==> config.mk <==
export PLATFORM = sky130hd
export DESIGN_NAME = rc5_stream_ctrl
export DESIGN_NICKNAME = d
export VERILOG_FILES = /design/src/rtl/rc5_stream_ctrl.sv
export SDC_FILE = /design/constraint.sdc
export NUM_CORES = 1
export LEC_CHECK = 0
export CAP_MARGIN = 30
export CELL_PAD_IN_SITES_DETAIL_PLACEMENT = 1
export CELL_PAD_IN_SITES_GLOBAL_PLACEMENT = 1
export CORE_ASPECT_RATIO = 0.8
export CORE_UTILIZATION = 30
export DETAILED_ROUTE_END_ITERATION = 12
export PLACE_DENSITY_LB_ADDON = 0.08
export SLEW_MARGIN = 20
export SYNTH_ARGS = -nofsm -noshare
export SYNTH_HDL_FRONTEND = slang
export SYNTH_SLANG_ARGS = --single-unit
==> constraint.sdc <==
create_clock -name clk -period 2.77 [get_ports clk]
set_clock_uncertainty 0.05 [all_clocks]
set_input_delay 0.6925 -clock clk [delete_from_list [all_inputs] [get_ports clk]]
set_output_delay 0.6925 -clock clk [all_outputs]
set_load 0.005 [all_outputs]
==> src/rtl/rc5_stream_ctrl.sv <==
// rc5_stream_ctrl: byte-stream front-end for the rc5 block core.
// Packs input bytes little-endian into 32-bit blocks, drives the rc5 start
// pulses and d_in, captures d_out on done and streams it back out as bytes.
// Optional feature macro: RC5_CBC_EN selects CBC chaining. When it is
// undefined the block runs in ECB mode, ignores iv and has no chain register.

module rc5_stream_ctrl #(
    parameter int CNT_W = 16
) (
    input  logic             clk,
    input  logic             rst,
    input  logic             s_valid,
    output logic             s_ready,
    input  logic [7:0]       s_data,
    input  logic             s_last,
    input  logic             mode_dec,
    input  logic [31:0]      iv,
    output logic             m_valid,
    input  logic             m_ready,
    output logic [7:0]       m_data,
    output logic             m_last,
    input  logic             core_key_ready,
    output logic             core_start_enc,
    output logic             core_start_dec,
    output logic [31:0]      core_d_in,
    input  logic [31:0]      core_d_out,
    input  logic             core_done,
    output logic             busy,
    output logic [CNT_W-1:0] blk_count
);

    typedef enum logic [2:0] {
        IDLE  = 3'd0,
        FILL  = 3'd1,
        ISSUE = 3'd2,
        WAIT  = 3'd3,
        DRAIN = 3'd4
    } state_t;

    state_t      state;
    state_t      state_nxt;

    logic        accept;
    logic        blk_final;
    logic [1:0]  in_idx;
    logic [31:0] in_buf;
    logic [31:0] blk_word;
    logic [31:0] din_word;
    logic [31:0] core_result;
    logic        mode;
    logic        msg_end;
    logic [31:0] out_buf;
    logic [1:0]  out_idx;
    logic [1:0]  out_idx_nxt;

    assign out_idx_nxt = out_idx + 2'd1;

    // Current block with the byte being offered dropped into its lane; lanes
    // above it are still zero, which gives the padding for short blocks.
    always_comb begin
        blk_word = in_buf;
        blk_word[{in_idx, 3'b000} +: 8] = s_data;
    end

`ifdef RC5_CBC_EN
    logic [31:0] chain;
    logic        eff_mode;
    logic [31:0] eff_chain;

    // On the first byte of a message mode and chain are being loaded on the
    // same edge, so use the incoming values for a single-byte message.
    always_comb begin
        eff_mode    = (state == IDLE) ? mode_dec : mode;
        eff_chain   = (state == IDLE) ? iv : chain;
        din_word    = eff_mode ? blk_word : (blk_word ^ eff_chain);
        core_result = mode ? (core_d_out ^ chain) : core_d_out;
    end
`else
    logic unused_iv;

    // ECB: the core sees the block as-is and its output goes straight out.
    always_comb begin
        din_word    = blk_word;
        core_result = core_d_out;
        unused_iv   = ^iv;
    end
`endif

    // State register.
    always_ff @(posedge clk or negedge rst) begin
        if (!rst) begin
            state <= IDLE;
        end else begin
            state <= state_nxt;
        end
    end

    // Next-state decode plus the handshake and core-control outputs.
    always_comb begin
        state_nxt      = state;
        s_ready        = 1'b0;
        accept         = 1'b0;
        blk_final      = 1'b0;
        core_start_enc = 1'b0;
        core_start_dec = 1'b0;
        busy           = (state != IDLE);

        s_ready   = rst && core_key_ready && ((state == IDLE) || (state == FILL));
        accept    = s_valid && s_ready;
        blk_final = accept && (s_last || (in_idx == 2'd3));

        case (state)
            IDLE: begin
                if (accept) begin
                    state_nxt = blk_final ? ISSUE : FILL;
                end
            end
            FILL: begin
                if (blk_final) begin
                    state_nxt = ISSUE;
                end
            end
            ISSUE: begin
                core_start_enc = ~mode;
                core_start_dec = mode;
                state_nxt      = WAIT;
            end
            WAIT: begin
                if (core_done) begin
                    state_nxt = DRAIN;
                end
            end
            DRAIN: begin
                if (m_valid && m_ready && (out_idx == 2'd3)) begin
                    state_nxt = msg_end ? IDLE : FILL;
                end
            end
            default: begin
                state_nxt = IDLE;
            end
        endcase
    end

    // Datapath: byte packing, block hand-off to the core, result capture
    // and byte-wise unpacking towards the output stream.
    always_ff @(posedge clk or negedge rst) begin
        if (!rst) begin
            in_idx    <= 2'd0;
            in_buf    <= 32'd0;
            mode      <= 1'b0;
            msg_end   <= 1'b0;
            core_d_in <= 32'd0;
            out_buf   <= 32'd0;
            out_idx   <= 2'd0;
            m_valid   <= 1'b0;
            m_data    <= 8'd0;
            m_last    <= 1'b0;
            blk_count <= '0;
`ifdef RC5_CBC_EN
            chain     <= 32'd0;
`endif
        end else begin
            if (accept) begin
                if (state == IDLE) begin
                    mode <= mode_dec;
`ifdef RC5_CBC_EN
                    chain <= iv;
`endif
                end
                if (blk_final) begin
                    in_buf    <= 32'd0;
                    in_idx    <= 2'd0;
                    msg_end   <= s_last;
                    core_d_in <= din_word;
                end else begin
                    in_buf <= blk_word;
                    in_idx <= in_idx + 2'd1;
                end
            end

            if ((state == WAIT) && core_done) begin
                out_buf   <= core_result;
                out_idx   <= 2'd0;
                m_valid   <= 1'b1;
                m_data    <= core_result[7:0];
                m_last    <= 1'b0;
                blk_count <= blk_count + 1'b1;
`ifdef RC5_CBC_EN
                chain <= mode ? core_d_in : core_d_out;
`endif
            end

            if ((state == DRAIN) && m_valid && m_ready) begin
                if (out_idx == 2'd3) begin
                    m_valid <= 1'b0;
                    m_last  <= 1'b0;
                    msg_end <= 1'b0;
                end else begin
                    out_idx <= out_idx_nxt;
                    m_data  <= out_buf[{out_idx_nxt, 3'b000} +: 8];
                    m_last  <= msg_end && (out_idx == 2'd2);
                end
            end
        end
    end

endmodule

# Word-level counts from Yosys, hierarchy flattened
# Cells that the tools add are included.
totals:
  ff_bits: 131
  input_bits: 80
  out_inout_bits: 62
  elab_cells: 77
op_classes:
  add_sub_neg: 4
  eq_ne: 11
  shifts: 3
  n_mux: 28
  n_bitwise: 1
  reduce_logical: 18
ops:
  columns: ["operator", "count"]
  rows:
  - ["$bwmux 32", 1]
  - ["$mux 32", 1]
  - ["$shift 8x7->32 const A", 1]
  - ["$shiftx 32x6->8", 1]
  - ["$shiftx 8x7->32", 1]
  - ["$mux 8", 3]
  - ["$add 16x1->16 const B", 1]
  - ["$pmux 3 s5", 1]
  - ["$mux 1", 13]
  - ["$mux 3", 4]
  - ["$logic_and 1x1->1", 10]
  - ["$mux 2", 5]
  - ["$ne 2x2->1 const B", 4]
  - ["$neg 5->7", 1]
  - ["$eq 2x2->1 const B", 3]
  - ["$eq 3x2->1 const B", 2]
  - ["$add 2x1->2 const B", 2]
  - ["$reduce_and 2->1", 2]
  - ["$reduce_and 4->1", 1]
  - ["$eq 3x1->1 const B", 1]
  - ["$eq 3x3->1 const B", 1]
  - ["$logic_not 3->1", 1]
  - ["$reduce_bool 3->1", 1]
  - ["$logic_or 1x1->1", 2]
  - ["other kinds (2)", 2]

# Depth between registers and ports, before layout
logic_depth:
  ltp_word: 9
  ltp_mapped: 8
  depth_no_buf: 6

# Worst setup path before layout
# Ideal clock, no wire load.
synth_path:
  kind: "reg2reg"
  start: "reg out_idx[0]"
  end: "reg m_data[0]"
  t_arrival_ns: 1.981
  slack_ns: 0.618
  path_stages_with_launch: 8
  period_less_slack_ns: 2.152
  cell_sequence: "dfrtp_1 > buf_1 > inv_1 > ha_1 > buf_1 > mux4_2 > nand2b_4 > nand3_2"
synth_via:
  elab_chain_cells: 4
synth_rtl:
  columns: ["element", "line_no", "rtl"]
  rows:
  - ["from (decl)", "53", "logic [1:0] out_idx;"]
  - ["from (signal assigned)", "199", "out_idx <= out_idx_nxt;"]
  - ["$add 2x1->2", "56", "assign out_idx_nxt = out_idx + 2'd1;"]
  - ["$shiftx 32x6->8", "200", "m_data <= out_buf[{out_idx_nxt, 3'b000} +: 8];"]
  - ["$mux 8 (*)", "194", "if (out_idx == 2'd3) begin"]
  - ["$mux 8 (*)", "193", "if ((state == DRAIN) && m_valid && m_ready) begin"]
  - ["to (signal assigned)", "185", "m_data <= core_result[7:0];"]
  - ["to (signal assigned)", "200", null]
  - ["to (decl)", "20", "output logic [7:0] m_data,"]
# Mark *: on every way between the ends. The rest lies on a longest branch, timed or not.
# A chain may end at the register's enable or synchronous reset.

# Worst setup path in the final report
layout_path:
  start: "reg state[2]"
  end: "out core_start_enc"
layout_via:
  elab_chain_cells: 2
layout_rtl:
  columns: ["element", "line_no", "rtl"]
  rows:
  - ["from (decl)", "40", "state_t state;"]
  - ["from (signal assigned)", "94", "state <= state_nxt;"]
  - ["$eq 3x2->1", "112", "case (state)"]
  - ["$mux 1", "112", null]
  - ["to (decl)", "23", "output logic core_start_enc,"]
# No other way between the ends.

==> results by group <==
Worst setup path
  – Slowest Stage Delay on Critical Path: between 500 and 600 ps
  – Slowest stage cell, crit path: clkdlybuf4s50_1
  – Startpoint Class: register
  – CP Max Fanout: 10
  – CP top delay family: buffers and inverters
  – WP data required: 2030 ps
  – Worst path cell trace: nor4b_1 -> clkdlybuf4s50_1
  – Critical path class: register to primary output
  – Critical Path End Type: primary output
  – Worst path bufs/invs: 1
  – Crit path DAT: 1870 ps

Clock tree
  – Max Root-Sink Buffers: 2
  – CTS root buf: clkbuf_16
  – CTS tree: built
  – Clock Latency Late Sink: roughly 420 ps
  – Num CTS Buffers: 17
  – CTS Sinks: around 130
  – CTS clk-pin slew, worst paths: around 60 ps
  – # hold bufs at CTS: 0
  – Max H-tree Level: 4

Final layout
  – Reg area: 3280 um2
  – Fin area: approximately 7900 um2
  – Fill count: 2120
  – Ant diodes: 0
  – Post-layout util: 0.411
  – Share of cells above drive strength 1: 0.120
  – Final #Nets: 764
  – Area grow syn2layout: 33.7%
  – Footprint of the multi-input gates: roughly 2400 um2

Power
  – Switching portion of total power: 0.315
  – Total power: a little under 8000 uW
  – Int Power: ~5300 uW
  – Logic gate share of total power: 0.324
  – Clock power share: 0.282
  – Seq pwr share: 0.393
  – PD cells: 985 nW/um2
  – Peak supply drop: about 0.00032 V
  – Switch Pwr: approximately 2400 uW
  – Total leakage power: about 0.0036 uW

Floorplan
  – I/O pin total: 142
  – Core Area: approximately 19000 um2
  – Starting Density: 0.308
  – Row count: 45
  – Die Width: 158 um
  – Die ar.: 20100 um2
  – Die height: approximately 130 um

Route
  – Vias: 4442
  – First-pass DRT Iterations: 4
  – Final ANT Viol Nets: 0
  – DRC viols: 0
  – Final WL: between 15000 and 20000 um
  – DR WL/cell: ~16 um
  – Starting DRT DRC Count: between 150 and 200
  – DR vias/cell: between 4 and 5

Place
  – HPWL Detailed: approximately 10000 um
  – Number of I/O port buffers: around 110
  – Placed cell area: approximately 7300 um2
  – RePlAce Congestion: 0.701

STA
  – Least-Margin Pin Slew: 671 ps
  – Max Slew Vio Count: 0
  – Setup TNS: 0 ps
  – RSZ-0062 raised after global routing: no
  – Final Hold Fails: 0
  – Upper clock frequency limit: 382 MHz
  – Endpoints failing setup: 0
  – Fin crit share: 0.944
  – Max transition margin: 0.550
  – Fin crit period: about 2600 ps

Synthesis
  – Count leader, synth: dfrtp_1
  – Post-Syn Instances: 568
  – Synth cell count leaders: dfrtp_1, nand2_1, a21oi_1
  – YS warnings: 0
  – Synthesis-stage register bit count: between 100 and 150
  – Syn_nets: approximately 660
  – Post-synthesis sequential area ratio: 0.559
  – Synth area leaders: dfrtp_1, nand2_1, a21oi_1, a22o_1, nor2b_1
  – EDFF count, synth: 0
  – Yosys top cell area share: 0.559
  – Mapped Area: between 5000 and 6000 um2
  – Primary flip-flop cell chosen by synthesis mapping: dfrtp_1
  – Synth cell types: 44
  – Ys async rst share: 1.00
  – Cell taking the most area after synthesis: dfrtp_1
  – Syn Area/Cell: between 10 and 15 um2

Global route
  – First-pass GRT wire length: between 20000 and 30000 um
  – Initial antenna violation count: 0
  – Vias in the first global route: around 4.8k
  – Total GRT Usage: 0.168
  – Global route total overflow: 0
  – Largest net degree at the start of global routing: roughly 110

Worst hold path
  – HP Class: input port to asynchronous set/reset pin

Flow run
  – Maxcap violations: 0

Status
  – Outcome: finished clean
==> stage by stage <==
step | setup WS, ps | cells | hold WS, ps
2_1_floorplan | 618 | 568 | 347
3_3_place_gp | 207 | 915 | 406
3_5_place_dp | 214 | 915 | 414
4_1_cts | 86.2 | 947 | 44.9
5_1_grt | 27.3 | 947 | 55.1
6_report | 156 | 947 | 61.9
==> metal layers <==
metal | routed length (um) | share of wire | global-route usage | vias to the layer above
li1 | - | - | - | 2136
met1 | 8020 | 0.52 | 0.237 | 2210
met2 | 6750 | 0.43 | 0.249 | 83
met3 | 606 | 0.039 | 0.0441 | 13
met4 | 172 | 0.011 | 0.0532 | 0
met5 | 0 | 0 | 0 | -
==> logic make-up after synthesis <==
kind of cell               count (synthesis)  synth area share
AOI/OAI and AO/OA                        110             0.116
xor gates and xnor gates                  15            0.0224
adders and majority gates                  8            0.0171
buffers and inverters                     41            0.0328
DFF                                      131             0.559
muxes                                      9            0.0326
and+or+nand+nor                          254             0.221
==> final timing paths <==
check / start / endpoint / slack [ps] / depth (start not counted)
max in group asynchronous: rst / msg_end / 1700 / 2
min: rst / blk_count[12] / 60 / 1
min reg2reg: out_buf[17] / out_buf[17] / 420 / 2
max reg2reg: in_idx[0] / in_buf[25] / 560 / 7
min in group clk: out_buf[17] / out_buf[17] / 420 / 2
max: state[2] / core_start_enc / 160 / 2
==> power by group through the flow <==
stage	clock [uW]	sequential, uW	combinational (uW)
floorplan	0	2950	1400
global placement	0	3050	2480
detailed placement	0	3070	2550
CTS	2250	3050	2570
global route	2330	3140	2820
finish	2180	3040	2510
==> flip-flops by register name, indices dropped and copies added, names as in the netlist <==
register	cells
m_valid	1
m_last	1
in_buf	32
blk_count	16
in_idx	2
msg_end	1
state	3
out_buf	32
mode	1
out_idx	2
core_d_in	32
m_data	8
==> cell type report <==
| type | count | share of cell area |
|---|---|---|
| inverters | 6 | 0.00287 |
| repair buffers | 124 | 0.158 |
| multi-input cells | 396 | 0.307 |
| clock buffers | 24 | 0.0639 |
| flip-flops and latches | 131 | 0.418 |
| clock inverters | 8 | 0.00956 |
| well taps | 258 | 0.0411 |
==> cells in the final DEF, fill, tap and decap left out, types with 12 or more instances in the layout <==
cell,n
nor2b_1,30
buf_4,12
nand2_1,124
clkdlybuf4s50_1,108
dfrtp_1,130
nand3_1,12
a22o_1,24
nor2_1,44
clkbuf_16,17
a21oi_1,63
==> repair_timing <==
| action | in CTS | in global routing |
|---|---|---|
| buffers inserted | 0 | 0 |
| resized for setup | 0 | 1 |
| setup endpoints to repair | 0 | 1 |
Power figures use the tool's default switching activity.
